--- src/rtl/seg_display_scan_if.sv ---
// Display-side bundle for the 4-digit scanner: BCD pairs and controls in, pin drives out.
interface seg_display_scan_if;
    logic [7:0] bcd_minutes;
    logic [7:0] bcd_hours;
    logic [7:0] alarm_bcd_minutes;
    logic [7:0] alarm_bcd_hours;
    logic       show_alarm;
    logic       display_en;
    logic       blink_minutes;
    logic       blink_hours;
    logic [3:0] an;
    logic [6:0] seg;
    logic       dp;

    modport master (
        output bcd_minutes, bcd_hours, alarm_bcd_minutes, alarm_bcd_hours,
        output show_alarm, display_en, blink_minutes, blink_hours,
        input  an, seg, dp
    );

    modport slave (
        input  bcd_minutes, bcd_hours, alarm_bcd_minutes, alarm_bcd_hours,
        input  show_alarm, display_en, blink_minutes, blink_hours,
        output an, seg, dp
    );
endinterface

--- src/rtl/seg_display_scan.sv ---
// Time-multiplexed 4-digit common-anode 7-segment scanner with snapshot, blanking and blink.
// Optional SEG_COLON_BLINK_EN drives dp as a blinking colon on the idx2 digit.
module seg_display_scan #(
    parameter int REFRESH_DIV = 100000,
    parameter int BLINK_DIV   = 50000000
) (
    input  logic               clk,
    input  logic               reset,
    seg_display_scan_if.slave  bus
);
    localparam int DIV_W   = (REFRESH_DIV > 2) ? $clog2(REFRESH_DIV) : 1;
    localparam int BLINK_W = (BLINK_DIV > 2) ? $clog2(BLINK_DIV) : 1;

    logic [DIV_W-1:0]   r_div_cnt;
    logic [1:0]         r_digit_idx;
    logic [BLINK_W-1:0] r_blink_cnt;
    logic               r_blink_ph;
    logic [15:0]        r_shadow;
    logic [3:0]         r_an;
    logic [6:0]         r_seg;

    logic               w_div_tc;
    logic               w_blink_tc;
    logic [3:0]         w_nibble;
    logic               w_blank;
    logic [6:0]         w_seg;
    logic [3:0]         w_an;
    logic               w_gate;

    assign w_div_tc   = (r_div_cnt == DIV_W'(REFRESH_DIV - 1));
    assign w_blink_tc = (r_blink_cnt == BLINK_W'(BLINK_DIV - 1));
    // Anodes dark on the first cycle of every slot so the previous digit's segments never ghost.
    assign w_gate     = (r_div_cnt == '0) || !bus.display_en;

    always_comb begin
        w_nibble = r_shadow[3:0];
        case (r_digit_idx)
            2'd0: w_nibble = r_shadow[3:0];
            2'd1: w_nibble = r_shadow[7:4];
            2'd2: w_nibble = r_shadow[11:8];
            2'd3: w_nibble = r_shadow[15:12];
            default: w_nibble = r_shadow[3:0];
        endcase
    end

    always_comb begin
        w_blank = 1'b0;
        if (r_digit_idx == 2'd3 && w_nibble == 4'd0)
            w_blank = 1'b1;
        if (r_blink_ph && bus.blink_minutes && !r_digit_idx[1])
            w_blank = 1'b1;
        if (r_blink_ph && bus.blink_hours && r_digit_idx[1])
            w_blank = 1'b1;
    end

    always_comb begin
        w_seg = 7'b0111111;
        case (w_nibble)
            4'd0: w_seg = 7'b1000000;
            4'd1: w_seg = 7'b1111001;
            4'd2: w_seg = 7'b0100100;
            4'd3: w_seg = 7'b0110000;
            4'd4: w_seg = 7'b0011001;
            4'd5: w_seg = 7'b0010010;
            4'd6: w_seg = 7'b0000010;
            4'd7: w_seg = 7'b1111000;
            4'd8: w_seg = 7'b0000000;
            4'd9: w_seg = 7'b0010000;
            default: w_seg = 7'b0111111;
        endcase
        if (w_blank)
            w_seg = 7'b1111111;
    end

    always_comb begin
        w_an = 4'b1111;
        if (!w_gate)
            w_an = ~(4'b0001 << r_digit_idx);
    end

    always_ff @(posedge clk) begin
        if (reset) begin
            r_div_cnt   <= '0;
            r_digit_idx <= 2'd0;
            r_blink_cnt <= '0;
            r_blink_ph  <= 1'b0;
            r_shadow    <= 16'h0000;
            r_an        <= 4'b1111;
            r_seg       <= 7'b1111111;
        end else begin
            if (w_div_tc) begin
                r_div_cnt   <= '0;
                r_digit_idx <= r_digit_idx + 2'd1;
                // Snapshot only between scans so a frame never mixes old and new digits.
                if (r_digit_idx == 2'd3)
                    r_shadow <= bus.show_alarm ? {bus.alarm_bcd_hours, bus.alarm_bcd_minutes}
                                               : {bus.bcd_hours, bus.bcd_minutes};
            end else begin
                r_div_cnt <= r_div_cnt + DIV_W'(1);
            end

            if (w_blink_tc) begin
                r_blink_cnt <= '0;
                r_blink_ph  <= ~r_blink_ph;
            end else begin
                r_blink_cnt <= r_blink_cnt + BLINK_W'(1);
            end

            r_an  <= w_an;
            r_seg <= w_seg;
        end
    end

    assign bus.an  = r_an;
    assign bus.seg = r_seg;

`ifdef SEG_COLON_BLINK_EN
    logic r_dp;
    always_ff @(posedge clk) begin
        if (reset)
            r_dp <= 1'b1;
        else
            r_dp <= ~((r_digit_idx == 2'd2) && !r_blink_ph && !w_gate);
    end
    assign bus.dp = r_dp;
`else
    assign bus.dp = 1'b1;
`endif
endmodule
--- src/flat_wrapper.sv ---
// flat-port wrapper written by rule: the top's interface ports become plain ports
module seg_display_scan_flat 
#(
    parameter int REFRESH_DIV = 100000,
    parameter int BLINK_DIV   = 50000000
)
  (clk, reset, bus_bcd_minutes, bus_bcd_hours, bus_alarm_bcd_minutes, bus_alarm_bcd_hours, bus_show_alarm, bus_display_en, bus_blink_minutes, bus_blink_hours, bus_an, bus_seg, bus_dp);
  seg_display_scan_if bus_i ();
  input  logic clk;
  input  logic reset;
  input wire logic [$bits(bus_i.bcd_minutes)-1:0] bus_bcd_minutes;
  input wire logic [$bits(bus_i.bcd_hours)-1:0] bus_bcd_hours;
  input wire logic [$bits(bus_i.alarm_bcd_minutes)-1:0] bus_alarm_bcd_minutes;
  input wire logic [$bits(bus_i.alarm_bcd_hours)-1:0] bus_alarm_bcd_hours;
  input wire logic [$bits(bus_i.show_alarm)-1:0] bus_show_alarm;
  input wire logic [$bits(bus_i.display_en)-1:0] bus_display_en;
  input wire logic [$bits(bus_i.blink_minutes)-1:0] bus_blink_minutes;
  input wire logic [$bits(bus_i.blink_hours)-1:0] bus_blink_hours;
  output wire logic [$bits(bus_i.an)-1:0] bus_an;
  output wire logic [$bits(bus_i.seg)-1:0] bus_seg;
  output wire logic [$bits(bus_i.dp)-1:0] bus_dp;
  assign bus_i.bcd_minutes = bus_bcd_minutes;
  assign bus_i.bcd_hours = bus_bcd_hours;
  assign bus_i.alarm_bcd_minutes = bus_alarm_bcd_minutes;
  assign bus_i.alarm_bcd_hours = bus_alarm_bcd_hours;
  assign bus_i.show_alarm = bus_show_alarm;
  assign bus_i.display_en = bus_display_en;
  assign bus_i.blink_minutes = bus_blink_minutes;
  assign bus_i.blink_hours = bus_blink_hours;
  assign bus_an = bus_i.an;
  assign bus_seg = bus_i.seg;
  assign bus_dp = bus_i.dp;
  seg_display_scan #(.REFRESH_DIV(REFRESH_DIV), .BLINK_DIV(BLINK_DIV)) u_core (.clk(clk), .reset(reset), .bus(bus_i));
endmodule
--- config.mk ---
export PLATFORM = sky130hd
export DESIGN_NAME = seg_display_scan_flat
export DESIGN_NICKNAME = d
export VERILOG_FILES = /design/src/rtl/seg_display_scan_if.sv /design/src/rtl/seg_display_scan.sv /design/src/flat_wrapper.sv
export SDC_FILE = /design/constraint.sdc
export NUM_CORES = 1
export LEC_CHECK = 0
export CAP_MARGIN = 5
export CORE_MARGIN = 2
export CORE_UTILIZATION = 26
export CTS_CLUSTER_SIZE = 16
export DETAILED_ROUTE_END_ITERATION = 8
export GPL_TIMING_DRIVEN = 0
export REMOVE_ABC_BUFFERS = 1
export SLEW_MARGIN = 10
export SYNTH_ARGS = -nofsm -noshare
export SYNTH_HDL_FRONTEND = slang
export SYNTH_SLANG_ARGS = --single-unit
export TNS_END_PERCENT = 50
--- constraint.sdc ---
create_clock -name clk -period 5.7 [get_ports clk]
set_clock_uncertainty 0.15 [all_clocks]
set_input_delay 0.57 -clock clk [delete_from_list [all_inputs] [get_ports clk]]
set_output_delay 0.57 -clock clk [all_outputs]
set_load 0.02 [all_outputs]
== Word level (Yosys, flattened, before mapping) ==
Memories as Yosys holds them, arrays and structs flattened. A register that Yosys moved wholly into a read port is not among the register bits.
Cells that the tools add are included.

* Word-level logic and storage cells: 39
* Memories kept: 1
* Input bits: 38
* Flip-flop bits (word level): 66
* Bits in read-only memories: 112

* Shift-type cells: 1
* Reduce and logical (&&, ||, !) cells: 16
* Add/sub/neg operators: 3
* Equal/unequal tests: 5
* Mux-type cells: 5
* Bitwise logic cells: 2

{| class="wikitable"
|+ Memory list
! memory !! words !! bits a word !! rd ports !! clocked after memory_dff !! write ports !! RTL line !! RTL
|-
| (name not given) || 16 || 7 || 1 || 1 || 0 || seg_display_scan.sv:58 || <nowiki>case (w_nibble)</nowiki>
|}

{| class="wikitable"
|+ Operators with widths
! cell !! count
|-
| 26-bit by 1-bit adder with 26-bit output (second input constant) || 1
|-
| 26-bit equality test (second input constant) || 1
|-
| 17-bit by 1-bit adder with 17-bit output (second input constant) || 1
|-
| 17-bit equality test (second input constant) || 1
|-
| 17-bit logical NOT || 1
|-
| 16-bit two-way mux || 1
|-
| 4-bit one-hot mux with 4 select lines || 1
|-
| 2-bit OR reduction || 4
|-
| 1-bit logical AND || 5
|-
| 2-bit equality test (second input constant) || 2
|-
| 4-bit logical NOT || 1
|-
| 4-bit inverter || 1
|-
| 1-bit by 2-bit left shift with 4-bit output (first input constant) || 1
|-
| 1-bit two-way mux || 3
|-
| 2-bit by 1-bit adder with 2-bit output (second input constant) || 1
|-
| 2-bit by 1-bit equality test with 1-bit output (second input constant) || 1
|-
| 1-bit logical NOT || 2
|-
| 2-bit logical NOT || 1
|-
| 2-bit AND reduction || 1
|-
| 1-bit logical OR || 1
|-
| 1-bit inverter || 1
|}

== Depth between registers and ports, before layout ==
Gate-level depths: netlist of run 1.

* Depth after elaboration: 8
* Depth in mapped cells: 9

== Least setup slack after synthesis of run 1 ==
Ideal clock, no wire load.

* Kind: flip-flop to flip-flop
* Start point: register u_core.r_digit_idx[1]
* End point: register u_core.r_seg[5] (netlist: u_core.bus.seg[5])
* Cell stages (with the launch flop): 8
* Path slack: 3.470 ns
* Arrival: 1.930 ns
* Required time: 5.400 ns
* Cells stage by stage: dfxtp_1 inv_1 ha_1 a222oi_1 a21o_1 inv_1 nor4_1 o32ai_1

* Cells in the longest elaborated chain, start to end: 8
* Elaborated cells on any way between the ends: 14
* Those cells by class: 3 x eq/ne; 4 x mux; 7 x reduce/logical

{| class="wikitable"
|+ Ends and longest elaborated chain
! element !! RTL line !! RTL
|-
| start, declared || seg_display_scan.sv:15 || <nowiki>logic [1:0] r_digit_idx;</nowiki>
|-
| start signal, assigned || seg_display_scan.sv:93 || <nowiki>r_digit_idx <= r_digit_idx + 2'd1;</nowiki>
|-
| 2-bit equality test (tied with other cells) || seg_display_scan.sv:37, seg_display_scan.sv:48 ||
|-
| 4-bit one-hot mux with 4 select lines || seg_display_scan.sv:37 || <nowiki>case (r_digit_idx)</nowiki>
|-
| 4-bit logical NOT || seg_display_scan.sv:48 || <nowiki>if (r_digit_idx == 2'd3 && w_nibble == 4'd0)</nowiki>
|-
| 1-bit logical AND || seg_display_scan.sv:48 ||
|-
| 1-bit two-way mux || seg_display_scan.sv:48 ||
|-
| 1-bit two-way mux || seg_display_scan.sv:50 || <nowiki>if (r_blink_ph && bus.blink_minutes && !r_digit_idx[1])</nowiki>
|-
| 1-bit two-way mux || seg_display_scan.sv:52 || <nowiki>if (r_blink_ph && bus.blink_hours && r_digit_idx[1])</nowiki>
|-
| 2-bit OR reduction (no line) || -- ||
|-
| end, declared || seg_display_scan.sv:20 || <nowiki>logic [6:0] r_seg;</nowiki>
|}

Parallel ways exist; a longest one is shown, timed or not.
A chain may end at the register's enable or synchronous reset.

== Worst setup path in the final report of run 1 ==
* Start point: input port reset
* End point: register u_core.r_seg[5] (netlist: u_core.bus.seg[5])

* Cells in the longest elaborated chain, start to end: 1

{| class="wikitable"
|+ Ends and longest elaborated chain
! element !! RTL line !! RTL
|-
| start, declared || flat_wrapper.sv:10 || <nowiki>input logic reset;</nowiki>
|-
| 2-bit OR reduction (no line) || -- ||
|}

No other way between the ends.

==> run summary, run 1 <==
min Tclk post-route = 3.003 ns
pin count of the biggest net entering global routing = 26
DRC violations left = 0
number of routed nets with antenna violations = 0
DR iter-0 viols = 244
placed cell count = 621
Slew Viols, Final = 0
Worst Path Required = 5.73 ns
post-synthesis mux area share = 5.645%
cell taking the most area after synthesis = dfxtp_1
Fmax = 333.0 MHz
Yosys reg bits = 73
global-route wire length before repair = 13.70 mm
synthesized area per cell = 8.929 um2
Top Family by Delay on Critical Path = buffers and inverters
Setup WS pre-CTS = 2.326 ns
Synth Area in Compound Gates = 13.31%
Post-Syn Area = 3724 um2
Hold Path Sink = u_core.r_blink_cnt[0]
Mapped Cells = 417
Synth cell types = 48
VDD IR max = 0.1508 mV
routed wire length = 8.185 mm
# clock sinks = 73
setup slack, reg-to-reg = 2.78 ns
H-tree levels = 3
Hold Crit Class = reg -> reg
Port Buffers = 48
Synthesis Warnings = 0
GR Util All Layers = 11.17%
R2R Path End = u_core.bus.seg[5]
hold path startpoint = u_core.r_blink_cnt[0]
Worst-path clk slew = 0.06 ns
CP max stage delay = 0.92 ns
top-area cell type share of the netlist area = 39.25%
crit start category = primary input
initial antenna violation count = 0
top cells by area, synth = dfxtp_1 (39%), mux2_2 (4.8%), ha_1 (4.4%)
DR vias/cell = 5.036
crit-path cells = clkdlybuf4s50_1 -> inv_1 -> o21ai_0 -> nor4_1 -> o32ai_1
slew margin rel. = 34.31%
status = finished clean
CTS root buf = clkbuf_16
number of synthesized flops with an enable pin = 0
Placer Congestion = 0.8781
CP Buf/Inv Count = 2
Post-CTS Setup Inserts = 0
DR vias = 3208
WHS Path Cells = 1
Critical Path Fanout Max = 25
Seq/Total Area, Yosys = 39.25%
post-layout total power = 1.242 mW
CTS tree = built
P_leak = 1.501 nW
Antenna Cells = 0
RSZ-0062 raised after global routing = false
post_cts resized = 0
die height = 123.7 um
Post-Layout Cell Count = 637
adder-cell share of the synthesized area = 4.368%
largest family of logic cells by synthesized area = simple AND/OR/NAND/NOR gates
FF-to-FF Start = u_core.r_digit_idx[1]
Crit-path slowest cell = clkdlybuf4s50_1
final net count = 503
drt first pass iters = 4
CP endpoint kind = flip-flop
R2R depth = 6
Die W = 123.7 um
fin crit share = 52.68%
io pins = 50
layout cells sized above 1 = 10.07%
drt wl/cell = 12.85 um
core box area = 13930 um2
Crit Path Class = in -> reg
top_reg_cell synth = dfxtp_1
hpwl dp = 5.735 mm
Post-Synth XOR/XNOR Area = 5.880%
Final Hold Fails = 0
worst setup margin = 2.697 ns
worst skew pair latency = 0.33 ns
synth-to-layout area growth = 25.24%
WP data arrival = 3.03 ns
CTS Buf Count = 9
Die Footprint = 15290 um2
setup TNS = 0 ns
setup violators final = 0
total gr overflow = 0
Fin Hold WS = 0.3045 ns
max_cap viols = 0
hold_buf cts = 0
cell row count = 43
Initial Util = 26.72%
Bufs on Longest Clock Path = 2
Worst Tran Pin Value = 0.9823 ns
Power Density = 266.3 nW/um2
Async S/R FF share, synth = 0%
Post-Synth Simple-Gate Area = 25.91%
vias in the first global route = 3133
-- layer usage --
layer	global-route usage [%]	routed length (um)	part of all wire [%]
met1	12.69	3821	47
met2	19.68	4009	49
met3	3.480	289	3.5
met4	3.977	65	0.79
met5	0	0	0
-- worst reg2reg max path, cell delays in order, from the launching register on --
cell       delay [ns]
dfxtp_1          0.43
ha_1             0.72
a22oi_1          0.22
o2bb2ai_1        0.26
ha_1             0.26
a311oi_1         0.53
o32ai_1          0.19
-- through the flow --
stage          cell area (um2)  util [%]
6_report                  4663     33.47
4_1_cts                   4663     33.47
3_5_place_dp              4319     31.00
5_1_grt                   4663     33.47
2_1_floorplan             3588         -
3_3_place_gp              4294     30.82
-- sequential cells by signal (all words and copies together) (netlist names) --
name                flops
u_core.r_digit_idx      2
u_core.r_blink_cnt     26
u_core.bus.seg          7
u_core.r_blink_ph       1
u_core.bus.an           4
u_core.r_div_cnt       17
u_core.r_shadow        16
-- cell usage after synthesis, drive strengths merged (8+ instances only) --
master	count
nand4	14
o31ai	10
o21ai	11
a31oi	16
nor4	21
xnor2	16
a21oi	20
inv	19
or3	8
nand2	17
mux2	16
ha	13
nor3	27
dfxtp	73
nand3	19
buf	9
nor2	34
xor2	9
or4	11
clkbuf	16
-- where the power goes --
group / switching (mW) / internal, mW
combinational: 0.0293 / 0.0429
clock: 0.219 / 0.430
sequential: 0.00433 / 0.517
-- logic make-up (layout without fill, tap and decap cells) --
logic type / count (synthesis) / in the layout
buffers and inverters: 44 / 84
xor gates and xnor gates: 25 / 25
AOI/OAI and AO/OA: 76 / 76
DFF: 73 / 73
other: 1 / 1
adders and majority gates: 13 / 13
and+or+nand+nor: 166 / 166
muxes: 19 / 19
-- how the worst max path moves through the flow --
| stage | end | slack [ns] | from | cells past startpoint |
|---|---|---|---|---|
| final | u_core.bus.seg[5] | 2.70 | reset | 5 |
| after global routing | u_core.bus.seg[5] | 2.43 | u_core.r_digit_idx[1] | 6 |
| after CTS | u_core.bus.seg[5] | 2.69 | reset | 5 |
| after detailed placement | u_core.bus.seg[5] | 2.33 | reset | 5 |
| after global placement | u_core.r_blink_cnt[10] | 2.21 | u_core.r_blink_cnt[0] | 5 |
| after floorplan | u_core.r_blink_cnt[10] | 3.01 | u_core.r_blink_cnt[0] | 5 |
-- cell type report --
class                      count  area [um2]
tap                          180       225.2
timing repair buffer          49       491.7
fill                        1405        9271
clock buffer                  10       229.0
multi-input combinational    300        2069
inverter                      19       71.32
sequential                    73        1461
clock inverter                 6       115.1
-- layout by cell type, fill, tap and decap left out, types with 14 or more instances in the layout --
cell type and instances:
nand2_1 17, mux2_2 16, xnor2_1 16, nand4_1 14, dfxtp_1 73, nand3_1 19
inv_1 19, nor3_1 26, a21oi_1 20, a31oi_1 16, clkdlybuf4s50_1 48, nor2_1 34
No activity file was read; power rests on OpenSTA's default activity.
==> run 2: changes to the inputs <==
==> constraint.sdc (replaced) <==
create_clock -name clk -period 3 [get_ports clk]
set_clock_uncertainty 0.15 [all_clocks]
set_input_delay 0.3 -clock clk [delete_from_list [all_inputs] [get_ports clk]]
set_output_delay 0.3 -clock clk [all_outputs]
set_load 0.02 [all_outputs]
==> run 2 against run 1 <==
Critical path depth rose by 1; non-clock buffer count did not move; register-to-register slack got worse by 2.4 ns; utilization rose by 0.063 points; sequential power rose by 90%; combinational power rose by 90%; sequential cell count did not move; cell count did not move; largest cell class unchanged; largest power group unchanged.
==> run summary, run 2 (synthesis results as in run 1) <==
GR Util All Layers = 11.17% (unchanged)
synth-to-layout area growth = 25.47%
CP max stage delay = 0.54 ns (-0.38 ns)
CP endpoint kind = flip-flop
CP Buf/Inv Count = 0 (-2)
CP Capture Point = u_core.bus.seg[5]
P_leak = 1.498 nW (-0.17%)
WP data arrival = 2.68 ns (-0.35 ns)
setup violators final = 0 (unchanged)
Fin Hold WS = 0.3045 ns (unchanged)
DRC violations left = 0 (unchanged)
Top Family by Delay on Critical Path = compound AO/OA/AOI/OAI gates
Critical Path Fanout Max = 24 (-4.0%)
VDD IR max = 0.2865 mV (+90%)
Met3 Wirelength = 301 um (+4.2%)
hpwl dp = 5.735 mm (unchanged)
Port Buffers = 48 (unchanged)
commonest cells after routing, fill and taps aside = dfxtp_1 (73), clkdlybuf4s50_1 (48), nor2_1 (34), nor3_1 (26), a21oi_1 (20)
drt wl/cell = 12.84 um (about the same)
CTS root buf = clkbuf_16
max_cap viols = 0 (unchanged)
Largest regs = u_core.r_blink_cnt (26), u_core.r_div_cnt (17), u_core.r_shadow (16)
Final Hold Fails = 0 (unchanged)
area of the multi-input gates = 2078 um2 (+0.42%)
Placer Congestion = 0.8781 (unchanged)
Die W = 123.7 um (unchanged)
hold_buf cts = 0 (unchanged)
M1 WL = 3.796 mm (-0.65%)
initial antenna violation count = 0 (unchanged)
Fmax = 378.1 MHz
Slew Viols, Final = 0 (unchanged)
Crit Path Class = reg -> reg
Worst Tran Pin Value = 0.9903 ns (+0.008017 ns)
DR vias = 3219 (+0.34%)
fillers = 1406 (+0.071%)
FF-to-FF Start = u_core.r_digit_idx[1]
Worst Path Required = 3.03 ns (-2.70 ns)
global-route wire length before repair = 13.70 mm (unchanged)
number of routed nets with antenna violations = 0 (unchanged)
RSZ-0062 raised after global routing = false
Hold Crit Class = reg -> reg
layout cells sized above 1 = 10.50% (+0.44 points)
crit start category = flip-flop
total gr overflow = 0 (unchanged)
critical path launch point = u_core.r_digit_idx[1]
crit-path cells = ha_2 -> a22oi_1 -> o2bb2ai_1 -> ha_1 -> a311oi_1 -> o32ai_1
die height = 123.7 um (unchanged)
pin count of the biggest net entering global routing = 26 (unchanged)
Die Footprint = 15290 um2 (unchanged)
cell row count = 43 (unchanged)
status = finished clean
DR top layer = met4
largest reg by FF count = u_core.r_blink_cnt
Bufs on Longest Clock Path = 2 (unchanged)
DR vias/cell = 5.053 (+0.34%)
placed cell count = 621 (unchanged)
Crit-path slowest cell = a311oi_1
Met2 Wirelength = 4.003 mm (-0.15%)
worst setup margin = 0.3548 ns (-2.342 ns)
max reg flops = 26 (unchanged)
Worst path depth = 6 (+1)
# clock sinks = 73 (unchanged)
DR iter-0 viols = 201 (-18%)
Worst-path clk slew = 0.06 ns (about the same)
slew margin rel. = 33.77% (-0.54 points)
final net count = 503 (unchanged)
io pins = 50 (unchanged)
Power Density = 504.9 nW/um2 (+90%)
Post-Layout Cell Count = 637 (unchanged)
core box area = 13930 um2 (unchanged)
R2R depth = 6 (unchanged)
setup TNS = 0 ns (unchanged)
register area = 1461 um2 (unchanged)
H-tree levels = 3 (unchanged)
min Tclk post-route = 2.645 ns
Antenna Cells = 0 (unchanged)
R2R Path End = u_core.bus.seg[5]
worst skew pair latency = 0.33 ns (about the same)
post-layout total power = 2.359 mW (+90%)
fin crit share = 88.17%
Initial Util = 26.72% (unchanged)
drt first pass iters = 4 (unchanged)
CTS Buf Count = 9 (unchanged)
most common cell after layout, fill and taps aside = dfxtp_1
CTS tree = built
setup slack, reg-to-reg = 0.35 ns (-2.43 ns)
routed wire length = 8.178 mm (about the same)
Setup WS pre-CTS = -0.1042 ns (-2.430 ns)
vias in the first global route = 3133 (unchanged)
-- run 2: cell counts in the layout (fill, tap and decap cells not counted) --
No cell type changed its count.
-- run 2: what timing repair did --
item	4_1_cts	5_1_grt
buffers inserted	0	0
resized for setup	0	2
endpoints found under the setup margin	0	5
-- run 2: metrics by stage --
stage	utilization (%)	cell area (um2)
finish	33.53	4672
global route	33.53	4672
CTS	33.47	4663
detailed placement	31.00	4319
global placement	30.82	4294
floorplan	-	3588
-- run 2: worst min path at each step --
stage	start	end	slack [ns]	cells past startpoint
floorplan	reset	u_core.r_blink_ph	0.22	1
global placement	u_core.r_blink_cnt[0]	u_core.r_blink_cnt[0]	0.28	1
detailed placement	u_core.r_blink_cnt[0]	u_core.r_blink_cnt[0]	0.29	1
CTS	u_core.r_blink_cnt[0]	u_core.r_blink_cnt[0]	0.31	1
global route	u_core.r_blink_cnt[0]	u_core.r_blink_cnt[0]	0.33	1
finish	u_core.r_blink_cnt[0]	u_core.r_blink_cnt[0]	0.30	1
-- run 2: per-layer routing --
| metal | vias to the layer above | track usage (%) |
|---|---|---|
| met5 | - | 0 |
| met4 | 0 | 3.977 |
| met3 | 9 | 3.480 |
| met2 | 42 | 19.68 |
| met1 | 1552 | 12.69 |
| li1 | 1616 | - |
-- run 2: cell type report --
cell class	count	share of cell area, %
well taps	180	4.821
clock inverters	6	2.464
inverters	19	1.527
repair buffers	49	10.52
multi-input cells	300	44.48
flip-flops and latches	73	31.28
clock buffers	10	4.901
-- run 2: report_power, final --
group | leakage, nW | internal [mW] | switching (mW)
Sequential | 0.592 | 0.982 | 0.00822
Combinational | 0.743 | 0.0816 | 0.0559
Clock | 0.163 | 0.817 | 0.415
Total | 1.50 | 1.88 | 0.479
==> run 3: changes to the inputs <==
--- a/config.mk
+++ b/config.mk
@@ -16,4 +16,4 @@
 export SYNTH_ARGS = -nofsm -noshare
 export SYNTH_HDL_FRONTEND = slang
 export SYNTH_SLANG_ARGS = --single-unit
-export TNS_END_PERCENT = 50
+export TNS_END_PERCENT = 30
==> results of run 3 <==
No change in the layout: final DEF, timing and power equal those of run 2.
